### src/rtl/regfile_access_ctrl_if.sv
`default_nettype none
// ============================================================================
// Module   : regfile_access_ctrl_if
// Brief    : Bundles the datapath-side request/response signals and the
//            register-file-side port of regfile_access_ctrl.
//            slave  = controller view, master = datapath/register-file view.
// Revision : 1.0 - initial release
// ============================================================================
interface regfile_access_ctrl_if #(
    parameter int FIFO_DEPTH = 4,
    parameter int DATA_W     = 32,
    parameter int ADDR_W     = 5
);
    localparam int c_CNT_W = $clog2(FIFO_DEPTH) + 1;

    // Writeback queue side
    logic                Wr_valid;
    logic                Wr_ready;
    logic [ADDR_W-1:0]   Wr_addr;
    logic [DATA_W-1:0]   Wr_data;

    // Operand read side
    logic                Rd_valid;
    logic                Rd_ready;
    logic [ADDR_W-1:0]   Rd_addr_1;
    logic [ADDR_W-1:0]   Rd_addr_2;
    logic                Rd_resp_valid;
    logic [DATA_W-1:0]   Rd_data_1;
    logic [DATA_W-1:0]   Rd_data_2;

    // Status
    logic                Busy;
    logic [c_CNT_W-1:0]  Fifo_count;

    // Register file port
    logic [ADDR_W-1:0]   Read_1;
    logic [ADDR_W-1:0]   Read_2;
    logic [ADDR_W-1:0]   Address_to_write;
    logic [DATA_W-1:0]   Data_to_write;
    logic                Signal_write;
    logic [DATA_W-1:0]   Out_1;
    logic [DATA_W-1:0]   Out_2;

    modport slave (
        input  Wr_valid, Wr_addr, Wr_data,
        input  Rd_valid, Rd_addr_1, Rd_addr_2,
        input  Out_1, Out_2,
        output Wr_ready, Rd_ready, Rd_resp_valid, Rd_data_1, Rd_data_2,
        output Busy, Fifo_count,
        output Read_1, Read_2, Address_to_write, Data_to_write, Signal_write
    );

    modport master (
        output Wr_valid, Wr_addr, Wr_data,
        output Rd_valid, Rd_addr_1, Rd_addr_2,
        output Out_1, Out_2,
        input  Wr_ready, Rd_ready, Rd_resp_valid, Rd_data_1, Rd_data_2,
        input  Busy, Fifo_count,
        input  Read_1, Read_2, Address_to_write, Data_to_write, Signal_write
    );
endinterface
`default_nettype wire

### src/rtl/regfile_access_ctrl.sv
`default_nettype none
// ============================================================================
// Module   : regfile_access_ctrl
// Brief    : Sequences queued writebacks and two-operand reads onto a
//            single-operation-per-clock register file port. Reads win over
//            draining unless the queue is full; read data returns one cycle
//            after issue.
//            Optional macro REGFILE_FORWARD_EN: forward the youngest queued
//            write on an address match instead of interlocking the read.
// Revision : 1.0 - initial release
// ============================================================================
module regfile_access_ctrl #(
    parameter int FIFO_DEPTH = 4,
    parameter int DATA_W     = 32,
    parameter int ADDR_W     = 5
) (
    input  wire logic             Clock_in,
    input  wire logic             Signal_reset,
    regfile_access_ctrl_if.slave  bus
);
    localparam int                  c_PTR_W = $clog2(FIFO_DEPTH);
    localparam int                  c_CNT_W = c_PTR_W + 1;
    localparam logic [c_CNT_W-1:0]  c_FULL  = c_CNT_W'(FIFO_DEPTH);

    // Queue storage and bookkeeping
    logic [ADDR_W-1:0]   r_q_addr [FIFO_DEPTH];
    logic [DATA_W-1:0]   r_q_data [FIFO_DEPTH];
    logic [c_PTR_W-1:0]  r_rd_ptr;
    logic [c_PTR_W-1:0]  r_wr_ptr;
    logic [c_CNT_W-1:0]  r_count;

    // Response stage
    logic                r_resp_valid;
    logic                r_zero_1;
    logic                r_zero_2;

    logic                w_full;
    logic                w_empty;
    logic                w_stall;
    logic                w_rd_issue;
    logic                w_drain;
    logic                w_enq;
    logic [FIFO_DEPTH-1:0] w_entry_vld;
    logic [FIFO_DEPTH-1:0] w_hit_1;
    logic [FIFO_DEPTH-1:0] w_hit_2;
    logic [DATA_W-1:0]   w_data_1;
    logic [DATA_W-1:0]   w_data_2;

    // Per-entry occupancy and address match against the current read request
    for (genvar gi = 0; gi < FIFO_DEPTH; gi++) begin : g_entry
        logic [c_PTR_W-1:0] w_offset;
        assign w_offset        = c_PTR_W'(gi) - r_rd_ptr;
        assign w_entry_vld[gi] = ({1'b0, w_offset} < r_count);
        assign w_hit_1[gi]     = w_entry_vld[gi] && (bus.Rd_addr_1 != '0)
                                 && (r_q_addr[gi] == bus.Rd_addr_1);
        assign w_hit_2[gi]     = w_entry_vld[gi] && (bus.Rd_addr_2 != '0)
                                 && (r_q_addr[gi] == bus.Rd_addr_2);
    end

`ifdef REGFILE_FORWARD_EN
    logic                w_fwd_hit_1;
    logic                w_fwd_hit_2;
    logic [DATA_W-1:0]   w_fwd_data_1;
    logic [DATA_W-1:0]   w_fwd_data_2;
    logic                r_fwd_hit_1;
    logic                r_fwd_hit_2;
    logic [DATA_W-1:0]   r_fwd_data_1;
    logic [DATA_W-1:0]   r_fwd_data_2;

    assign w_stall = 1'b0;

    // Walk head to tail so the youngest matching entry is the one kept
    always_comb begin
        w_fwd_hit_1  = 1'b0;
        w_fwd_hit_2  = 1'b0;
        w_fwd_data_1 = '0;
        w_fwd_data_2 = '0;
        for (int k = 0; k < FIFO_DEPTH; k++) begin
            if (w_hit_1[r_rd_ptr + c_PTR_W'(k)]) begin
                w_fwd_hit_1  = 1'b1;
                w_fwd_data_1 = r_q_data[r_rd_ptr + c_PTR_W'(k)];
            end
            if (w_hit_2[r_rd_ptr + c_PTR_W'(k)]) begin
                w_fwd_hit_2  = 1'b1;
                w_fwd_data_2 = r_q_data[r_rd_ptr + c_PTR_W'(k)];
            end
        end
    end

    // Capture the forward decision at the issue edge
    always_ff @(posedge Clock_in) begin
        if (Signal_reset) begin
            r_fwd_hit_1  <= 1'b0;
            r_fwd_hit_2  <= 1'b0;
            r_fwd_data_1 <= '0;
            r_fwd_data_2 <= '0;
        end else if (w_rd_issue) begin
            r_fwd_hit_1  <= w_fwd_hit_1;
            r_fwd_hit_2  <= w_fwd_hit_2;
            r_fwd_data_1 <= w_fwd_data_1;
            r_fwd_data_2 <= w_fwd_data_2;
        end
    end
`else
    // Hold the read while any queued write targets one of its operands
    assign w_stall = (|w_hit_1) || (|w_hit_2);
`endif

    // Arbitration: a full queue forces a drain; otherwise reads go first.
    // A write accepted alongside a read is invisible to it because the
    // match above only looks at entries already in the queue.
    assign w_full     = (r_count == c_FULL);
    assign w_empty    = (r_count == '0);
    assign w_rd_issue = !Signal_reset && bus.Rd_valid && !w_full && !w_stall;
    assign w_drain    = !Signal_reset && (w_full || (!w_empty && !w_rd_issue));
    assign w_enq      = !Signal_reset && bus.Wr_valid && !w_full
                        && (bus.Wr_addr != '0);

    assign bus.Wr_ready         = !w_full;
    assign bus.Rd_ready         = w_rd_issue;
    assign bus.Signal_write     = w_drain;
    assign bus.Read_1           = w_rd_issue ? bus.Rd_addr_1 : '0;
    assign bus.Read_2           = w_rd_issue ? bus.Rd_addr_2 : '0;
    assign bus.Address_to_write = r_q_addr[r_rd_ptr];
    assign bus.Data_to_write    = r_q_data[r_rd_ptr];
    assign bus.Busy             = !w_empty || r_resp_valid;
    assign bus.Fifo_count       = r_count;
    assign bus.Rd_resp_valid    = r_resp_valid;
    assign bus.Rd_data_1        = w_data_1;
    assign bus.Rd_data_2        = w_data_2;

    // Queue pointers and occupancy; enqueue and pop may coincide
    always_ff @(posedge Clock_in) begin
        if (Signal_reset) begin
            r_rd_ptr <= '0;
            r_wr_ptr <= '0;
            r_count  <= '0;
        end else begin
            if (w_enq) begin
                r_wr_ptr <= r_wr_ptr + c_PTR_W'(1);
            end
            if (w_drain) begin
                r_rd_ptr <= r_rd_ptr + c_PTR_W'(1);
            end
            r_count <= r_count + c_CNT_W'(w_enq) - c_CNT_W'(w_drain);
        end
    end

    // Queue payload storage; contents are don't-care until enqueued
    always_ff @(posedge Clock_in) begin
        if (w_enq) begin
            r_q_addr[r_wr_ptr] <= bus.Wr_addr;
            r_q_data[r_wr_ptr] <= bus.Wr_data;
        end
    end

    // Response stage: one-cycle valid pulse plus zero-register flags
    always_ff @(posedge Clock_in) begin
        if (Signal_reset) begin
            r_resp_valid <= 1'b0;
            r_zero_1     <= 1'b0;
            r_zero_2     <= 1'b0;
        end else begin
            r_resp_valid <= w_rd_issue;
            if (w_rd_issue) begin
                r_zero_1 <= (bus.Rd_addr_1 == '0);
                r_zero_2 <= (bus.Rd_addr_2 == '0);
            end
        end
    end

    // Operand select in the response cycle; outputs read zero otherwise
    always_comb begin
        w_data_1 = '0;
        w_data_2 = '0;
        if (r_resp_valid) begin
            if (r_zero_1)          w_data_1 = '0;
`ifdef REGFILE_FORWARD_EN
            else if (r_fwd_hit_1)  w_data_1 = r_fwd_data_1;
`endif
            else                   w_data_1 = bus.Out_1;

            if (r_zero_2)          w_data_2 = '0;
`ifdef REGFILE_FORWARD_EN
            else if (r_fwd_hit_2)  w_data_2 = r_fwd_data_2;
`endif
            else                   w_data_2 = bus.Out_2;
        end
    end
endmodule
`default_nettype wire

### src/flat_wrapper.sv
// flat-port wrapper written by rule: the top's interface ports become plain ports
module regfile_access_ctrl_flat 
#(
    parameter int FIFO_DEPTH = 4,
    parameter int DATA_W     = 32,
    parameter int ADDR_W     = 5
)
  (Clock_in, Signal_reset, bus_Wr_valid, bus_Wr_addr, bus_Wr_data, bus_Rd_valid, bus_Rd_addr_1, bus_Rd_addr_2, bus_Out_1, bus_Out_2, bus_Wr_ready, bus_Rd_ready, bus_Rd_resp_valid, bus_Rd_data_1, bus_Rd_data_2, bus_Busy, bus_Fifo_count, bus_Read_1, bus_Read_2, bus_Address_to_write, bus_Data_to_write, bus_Signal_write);
  regfile_access_ctrl_if #(.FIFO_DEPTH(FIFO_DEPTH), .DATA_W(DATA_W), .ADDR_W(ADDR_W)) bus_i ();
  input  wire logic Clock_in;
  input  wire logic Signal_reset;
  input wire logic [$bits(bus_i.Wr_valid)-1:0] bus_Wr_valid;
  input wire logic [$bits(bus_i.Wr_addr)-1:0] bus_Wr_addr;
  input wire logic [$bits(bus_i.Wr_data)-1:0] bus_Wr_data;
  input wire logic [$bits(bus_i.Rd_valid)-1:0] bus_Rd_valid;
  input wire logic [$bits(bus_i.Rd_addr_1)-1:0] bus_Rd_addr_1;
  input wire logic [$bits(bus_i.Rd_addr_2)-1:0] bus_Rd_addr_2;
  input wire logic [$bits(bus_i.Out_1)-1:0] bus_Out_1;
  input wire logic [$bits(bus_i.Out_2)-1:0] bus_Out_2;
  output wire logic [$bits(bus_i.Wr_ready)-1:0] bus_Wr_ready;
  output wire logic [$bits(bus_i.Rd_ready)-1:0] bus_Rd_ready;
  output wire logic [$bits(bus_i.Rd_resp_valid)-1:0] bus_Rd_resp_valid;
  output wire logic [$bits(bus_i.Rd_data_1)-1:0] bus_Rd_data_1;
  output wire logic [$bits(bus_i.Rd_data_2)-1:0] bus_Rd_data_2;
  output wire logic [$bits(bus_i.Busy)-1:0] bus_Busy;
  output wire logic [$bits(bus_i.Fifo_count)-1:0] bus_Fifo_count;
  output wire logic [$bits(bus_i.Read_1)-1:0] bus_Read_1;
  output wire logic [$bits(bus_i.Read_2)-1:0] bus_Read_2;
  output wire logic [$bits(bus_i.Address_to_write)-1:0] bus_Address_to_write;
  output wire logic [$bits(bus_i.Data_to_write)-1:0] bus_Data_to_write;
  output wire logic [$bits(bus_i.Signal_write)-1:0] bus_Signal_write;
  assign bus_i.Wr_valid = bus_Wr_valid;
  assign bus_i.Wr_addr = bus_Wr_addr;
  assign bus_i.Wr_data = bus_Wr_data;
  assign bus_i.Rd_valid = bus_Rd_valid;
  assign bus_i.Rd_addr_1 = bus_Rd_addr_1;
  assign bus_i.Rd_addr_2 = bus_Rd_addr_2;
  assign bus_i.Out_1 = bus_Out_1;
  assign bus_i.Out_2 = bus_Out_2;
  assign bus_Wr_ready = bus_i.Wr_ready;
  assign bus_Rd_ready = bus_i.Rd_ready;
  assign bus_Rd_resp_valid = bus_i.Rd_resp_valid;
  assign bus_Rd_data_1 = bus_i.Rd_data_1;
  assign bus_Rd_data_2 = bus_i.Rd_data_2;
  assign bus_Busy = bus_i.Busy;
  assign bus_Fifo_count = bus_i.Fifo_count;
  assign bus_Read_1 = bus_i.Read_1;
  assign bus_Read_2 = bus_i.Read_2;
  assign bus_Address_to_write = bus_i.Address_to_write;
  assign bus_Data_to_write = bus_i.Data_to_write;
  assign bus_Signal_write = bus_i.Signal_write;
  regfile_access_ctrl #(.FIFO_DEPTH(FIFO_DEPTH), .DATA_W(DATA_W), .ADDR_W(ADDR_W)) u_core (.Clock_in(Clock_in), .Signal_reset(Signal_reset), .bus(bus_i));
endmodule
### config.mk
export PLATFORM = sky130hd
export DESIGN_NAME = regfile_access_ctrl_flat
export DESIGN_NICKNAME = d
export VERILOG_FILES = /design/src/rtl/regfile_access_ctrl_if.sv /design/src/rtl/regfile_access_ctrl.sv /design/src/flat_wrapper.sv
export SDC_FILE = /design/constraint.sdc
export NUM_CORES = 1
export LEC_CHECK = 0
export ABC_AREA = 0
export CORE_ASPECT_RATIO = 0.8
export CORE_MARGIN = 2
export CORE_UTILIZATION = 50
export DETAILED_ROUTE_END_ITERATION = 16
export PLACE_DENSITY = 0.86
export SYNTH_ARGS = -nofsm -noshare
export SYNTH_HDL_FRONTEND = slang
export SYNTH_SLANG_ARGS = --single-unit
### constraint.sdc
create_clock -name Clock_in -period 11.3 [get_ports Clock_in]
set_input_delay 2.26 -clock Clock_in [delete_from_list [all_inputs] [get_ports Clock_in]]
set_output_delay 2.26 -clock Clock_in [all_outputs]
set_load 0.01 [all_outputs]
Yosys cells after proc, flatten, opt, wreduce, memory -nomap -nowiden
Memory sizes are Yosys's and may differ from the RTL's. A register that Yosys moved wholly into a read port is not among the register bits.
Index checks and enable logic that the tools add are counted.
{"block": "totals", "out_inout_bits": 119, "in_bits": 115, "word_cells": 81, "mem_bits_rw": 148, "ff_bits": 10, "mem_count": 2}
{"block": "classes", "n_addsub": 8, "reduce_logical": 40, "magnitude_cmp": 4, "n_eq_ne": 9, "mux": 12}
{"name": "u_core.r_q_data", "words": 4, "word_bits": 32, "read_ports": 1, "rd_clocked_by_memory_dff": 1, "wr": 1, "line": "regfile_access_ctrl.sv:27", "text": "logic [DATA_W-1:0] r_q_data [FIFO_DEPTH];"}
{"name": "u_core.r_q_addr", "words": 4, "word_bits": 5, "read_ports": 5, "rd_clocked_by_memory_dff": 1, "wr": 1, "line": "regfile_access_ctrl.sv:26", "text": "logic [ADDR_W-1:0] r_q_addr [FIFO_DEPTH];"}
{"cell": "2-to-1 mux 32 bit", "count": 4}
{"cell": "== test 5 bit", "count": 8}
{"cell": "logical AND 1 bit", "count": 24}
{"cell": "nonzero test 5 bit", "count": 3}
{"cell": "less-than comparator 2 x 3 -> 1 bit", "count": 4}
{"cell": "logical NOT 5 bit", "count": 2}
{"cell": "2-to-1 mux 5 bit", "count": 2}
{"cell": "2-to-1 mux 2 bit", "count": 4}
{"cell": "OR reduction 4 bit", "count": 2}
{"cell": "logical NOT 1 bit", "count": 5}
{"cell": "adder 2 x 1 -> 2 bit (second input constant)", "count": 2}
{"cell": "subtractor 1 x 2 -> 2 bit (first input constant)", "count": 2}
{"cell": "subtractor 2 bit (first input constant)", "count": 2}
{"cell": "adder 3 x 1 -> 3 bit", "count": 1}
{"cell": "== test 3 bit (second input constant)", "count": 1}
{"cell": "logical NOT 3 bit", "count": 1}
{"cell": "logical OR 1 bit", "count": 3}
{"cell": "subtractor 3 x 1 -> 3 bit", "count": 1}
{"cell": "2-to-1 mux 1 bit", "count": 2}

Depth between registers and ports, before layout
{"block": "logic_depth", "depth_word": 14, "depth_mapped": 15, "depth_no_buf": 14}

Least setup slack after synthesis
Ideal clock, no wire load.
{"block": "synth_timing", "path_type": "input to output", "from": "input bus_Rd_addr_2[2]", "to": "output bus_Read_1[0]", "path_buffers": 2, "path_stages": 7, "slack_ps": 4754, "t_arrival_ps": 4286, "required_time_ps": 9040, "cell_sequence": "buf_2 or4_4 o211ai_1 o22ai_1 a222oi_1 clkbuf_2 and3_2"}
{"block": "synth_via", "elab_chain_cells": 8, "elab_cells_between_ends": 18, "classes_between": "eq/ne (4); mux (1); reduce/logical (13)"}
{"element": "start: declaration", "line": "flat_wrapper.sv:17", "text": "input wire logic [$bits(bus_i.Rd_addr_2)-1:0] bus_Rd_addr_2;"}
{"element": "nonzero test 5 bit", "line": "regfile_access_ctrl.sv:56", "text": "assign w_hit_2[gi] = w_entry_vld[gi] && (bus.Rd_addr_2 != '0)"}
{"element": "logical AND 1 bit", "line": "regfile_access_ctrl.sv:56"}
{"element": "logical AND 1 bit", "line": "regfile_access_ctrl.sv:57", "text": "&& (r_q_addr[gi] == bus.Rd_addr_2);"}
{"element": "OR reduction 4 bit *", "line": "regfile_access_ctrl.sv:106", "text": "assign w_stall = (|w_hit_1) || (|w_hit_2);"}
{"element": "logical OR 1 bit *", "line": "regfile_access_ctrl.sv:106"}
{"element": "logical NOT 1 bit *", "line": "regfile_access_ctrl.sv:114", "text": "assign w_rd_issue = !Signal_reset && bus.Rd_valid && !w_full && !w_stall;"}
{"element": "logical AND 1 bit *", "line": "regfile_access_ctrl.sv:114"}
{"element": "2-to-1 mux 5 bit *", "line": "regfile_access_ctrl.sv:122", "text": "assign bus.Read_1 = w_rd_issue ? bus.Rd_addr_1 : '0;"}
{"element": "end: declaration", "line": "flat_wrapper.sv:27", "text": "output wire logic [$bits(bus_i.Read_1)-1:0] bus_Read_1;"}
Mark *: on every way between the ends. The rest lies on a longest branch, timed or not.

Worst setup path after layout
{"block": "layout_timing", "from": "input bus_Rd_addr_1[0]", "to": "output bus_Signal_write"}
{"block": "layout_via", "elab_chain_cells": 11, "elab_cells_between_ends": 21, "classes_between": "eq/ne (4); reduce/logical (17)"}
{"element": "start: declaration", "line": "flat_wrapper.sv:16", "text": "input wire logic [$bits(bus_i.Rd_addr_1)-1:0] bus_Rd_addr_1;"}
{"element": "nonzero test 5 bit", "line": "regfile_access_ctrl.sv:54", "text": "assign w_hit_1[gi] = w_entry_vld[gi] && (bus.Rd_addr_1 != '0)"}
{"element": "logical AND 1 bit", "line": "regfile_access_ctrl.sv:54"}
{"element": "logical AND 1 bit", "line": "regfile_access_ctrl.sv:55", "text": "&& (r_q_addr[gi] == bus.Rd_addr_1);"}
{"element": "OR reduction 4 bit *", "line": "regfile_access_ctrl.sv:106"}
{"element": "logical OR 1 bit *", "line": "regfile_access_ctrl.sv:106"}
{"element": "logical NOT 1 bit *", "line": "regfile_access_ctrl.sv:114"}
{"element": "logical AND 1 bit *", "line": "regfile_access_ctrl.sv:114"}
{"element": "logical NOT 1 bit *", "line": "regfile_access_ctrl.sv:115", "text": "assign w_drain = !Signal_reset && (w_full || (!w_empty && !w_rd_issue));"}
{"element": "logical AND 1 bit *", "line": "regfile_access_ctrl.sv:115"}
{"element": "logical OR 1 bit *", "line": "regfile_access_ctrl.sv:115"}
{"element": "logical AND 1 bit *", "line": "regfile_access_ctrl.sv:115"}
{"element": "end: declaration", "line": "flat_wrapper.sv:31", "text": "output wire logic [$bits(bus_i.Signal_write)-1:0] bus_Signal_write;"}
Marks and branches as above.

==> key figures <==
Drt
  – Post-detailed-route via-to-cell ratio: 5.24
  – Avg WL per Cell: 20.7 um
  – # DRC: 0
  – Post-DRT Antenna Nets: 0
  – Pre-antenna DRT Iters: 4
  – Via count: 4,514
  – DRT Wirelength: 17,900 um
  – First DRT Iteration DRCs: 259

Yosys
  – Dominant synthesized flop cell: edfxtp_1
  – Area contributors post-synth: edfxtp_1 (62%), mux4_2 (12%), and2_1 (6.0%), xnor2_1 (5.4%), dfxtp_1 (3.3%)
  – Post-synth EDFFs: 148
  – Yosys warns: 0
  – Top post-synthesis cells by count: edfxtp_1 (148), and2_1 (69), xnor2_1 (44), mux4_2 (37), clkbuf_1 (17)
  – Post-synthesis sequential area ratio: 65.2%
  – Synthesized cell area: 7180 um^2
  – Top cell type's share of synthesized area: 61.9%
  – Mapped Cells: 442
  – Ys async rst share: 0%
  – Syn Nets: 568
  – Avg Inst Size Synth: 16.3 um^2
  – Synth area leader: edfxtp_1
  – Most frequent cell after synthesis: edfxtp_1
  – Library cells used by synthesis: 42
  – Yosys reg bits: 160

Worst setup path
  – Worst EP required: 9.04 ns
  – CP Capture Point: bus_Signal_write
  – FF-to-FF path depth: 13
  – Family with the most delay on the worst path: compound AO/OA/AOI/OAI gates
  – Crit end category: output port
  – Critical path buffers and inverters: 2
  – Setup crit start: bus_Rd_addr_1[0]
  – Critical-path top delay cell: a21oi_1
  – Crit path launch type: input port
  – CP dominant cell by count: clkdlybuf4s50_1
  – Reg2reg end: u_core.bus.Fifo_count[2]
  – CP max FO: 18
  – CP arrival: 5.60 ns
  – Crit. path cell count: 8
  – Crit-path max cell delay: 0.80 ns
  – Crit path kind: input port to output port
  – Reg-to-Reg Start: u_core.bus.Fifo_count[1]
  – CP Cell Sequence: clkdlybuf4s50_1 -> or4_4 -> o211ai_1 -> o22ai_1 -> a21oi_1 -> and2_2 -> a211oi_1 -> clkdlybuf4s50_1
  – R2R setup slack: 7.65 ns

Global routing
  – Initial antenna violation count: 0
  – Met2 usage: 41.6%
  – Vias in the first global route: 4,800
  – Met1 Usage GRT: 30.0%
  – First-pass GRT wire length: 27,600 um
  – Busiest grt layer: met2
  – GRT Util Overall: 24.0%
  – Gr ovfl total: 0
  – Met3 Usage GRT: 6.13%
  – Largest net degree at the start of global routing: 38

Clock network
  – CTS tree: yes
  – Post-CTS Setup Bufs: 0
  – Post-cts resize count: 0
  – CTS Buf Count: 17
  – CTS root buf: clkbuf_16
  – Clk sinks: 160
  – Clock Path Buffers: 2
  – Clock-pin slew on the worst setup and hold paths: 0.06 ns
  – H-tree depth: 4
  – Hold_buf cts: 0
  – Worst skew pair latency: 0.42 ns

Power
  – Power Dens Cells: 176 nW/um^2
  – Leakage: 3.37 nW
  – Tot Pwr: 1.79 mW
  – Worst VDD drop: 0.167 mV

STA
  – Fin Clk Skew: 0.0168 ns
  – Final hold violations: 0
  – Final period util: 69.5%
  – Headroom to the max-slew limit: 30.5%
  – Max Freq: 127 MHz
  – Min Tclk post-route: 7.86 ns
  – Max-slew violations: 0
  – # setup viols final: 0
  – Actual slew at the worst max-slew pin: 1.04 ns
  – RSZ-0062 raised after global routing: no
  – Final TNS setup: 0 ns

Finish
  – Layout net count: 793
  – Layout cells sized above 1: 12.2%
  – Fillcell total: 917
  – Area of the multi-input gates: 2340 um^2
  – Post-layout util: 71.6%
  – Area delta synth->final: 41.0%
  – Register area: 4690 um^2
  – Inserted Diodes: 0

Die
  – Initial Util: 50.8%
  – Die width: 138 um
  – I/O Pins: 234
  – Die height: 111 um
  – Area of the core: 14,200 um^2
  – Area of the die: 15,300 um^2
  – Cell Rows: 39

Placement
  – RePlAce Congestion: 0.811
  – Placed wire-length estimate: 12,500 um
  – IO buf count: 233

Run
  – Maxcap violations: 0

Worst hold path
  – HP Class: flop to flop

Outcome
  – Status: finished clean
worst min-delay path: stages (launching register included):
cell,delay [ns]
dfxtp_1,0.33
inv_1,0.10
o31ai_1,0.09
worst min path at each step:
stage | slack, ns | depth (start not counted) | startpoint | to
detailed placement | 0.57 | 2 | u_core.r_zero_2 | u_core.r_zero_2
finish | 0.58 | 2 | u_core.r_wr_ptr[1] | u_core.r_wr_ptr[1]
global placement | 0.52 | 2 | u_core.r_wr_ptr[1] | u_core.r_wr_ptr[1]
global route | 0.60 | 2 | u_core.r_zero_1 | u_core.r_zero_1
CTS | 0.58 | 2 | u_core.r_zero_2 | u_core.r_zero_2
floorplan | 0.51 | 2 | u_core.r_wr_ptr[1] | u_core.r_wr_ptr[1]
where the power goes:
part | internal [mW] | leakage, nW | switching, mW
clock network | 0.276 | 0.232 | 0.205
registers | 0.687 | 1.44 | 0.0543
logic | 0.336 | 1.70 | 0.229
total | 1.30 | 3.37 | 0.488
cells by family after synthesis:
kind of cell,count (synthesis),share of synthesized area [%]
AND/OR/NAND/NOR,118,9.93
multiplexers,38,11.8
XOR/XNOR,44,5.36
buffers and inverters,38,2.35
AO/OA/AOI/OAI,33,3.36
flip-flops,160,65.2
adder cells (fa/ha/maj),11,2.02
per-layer routing:
metal	share of wire [%]	vias to the layer above
li1	-	2113
met1	39	2209
met2	53	184
met3	6.8	8
met4	0.80	0
met5	0	-
per-stage QoR:
step | cells | hold slack (ns) | worst slack, ns | instance area, um^2
floorplan | 442 | 0.508 | 4.75 | 7180
global placement | 832 | 0.521 | 3.56 | 9640
detailed placement | 832 | 0.574 | 3.50 | 9640
CTS | 862 | 0.582 | 3.48 | 10100
global route | 862 | 0.598 | 3.27 | 10100
finish | 862 | 0.579 | 3.44 | 10100
flip-flops by register name, summed over array words and instances (netlist names), named ones only:
register / count
u_core.r_q_addr: 20
u_core.bus.Rd_resp_valid: 1
u_core.r_zero_2: 1
u_core.r_rd_ptr: 2
u_core.r_q_data: 128
u_core.r_wr_ptr: 2
u_core.bus.Fifo_count: 3
u_core.r_zero_1: 1
placed cells by master, fill, tap and decap left out, drive strengths merged:
cell | synthesis | layout
nand2 | 5 | 5
inv | 8 | 8
xnor2 | 44 | 44
a31oi | 1 | 1
a222oi | 1 | 1
nor2b | 4 | 4
a2111oi | 1 | 1
and3 | 10 | 10
o21ai | 1 | 1
a21bo | 2 | 2
edfxtp | 148 | 148
buf | 12 | 3
mux4 | 37 | 37
or4 | 2 | 2
a21oi | 9 | 9
clkinvlp | 0 | 2
mux2 | 1 | 1
o311a | 1 | 1
a211oi | 1 | 1
o31ai | 1 | 1
and2 | 70 | 70
ha | 10 | 10
nor2 | 8 | 8
nor3b | 1 | 1
nand3b | 2 | 2
fa | 1 | 1
clkdlybuf4s50 | 0 | 233
o211ai | 8 | 8
nand3 | 10 | 10
or3 | 2 | 2
o22ai | 4 | 4
clkbuf | 18 | 23
nand2b | 1 | 1
a211o | 2 | 2
o21bai | 1 | 1
or2 | 3 | 3
dfxtp | 12 | 12
clkinv | 0 | 5
final cells by class:
cell class / instances / area share [%]
sequential: 160 / 46.3
timing repair buffer: 236 / 23.2
multi-input combinational: 244 / 23.1
clock buffer: 23 / 4.42
tap: 184 / 2.27
clock inverter: 7 / 0.408
inverter: 8 / 0.296
Power figures use the tool's default switching activity.
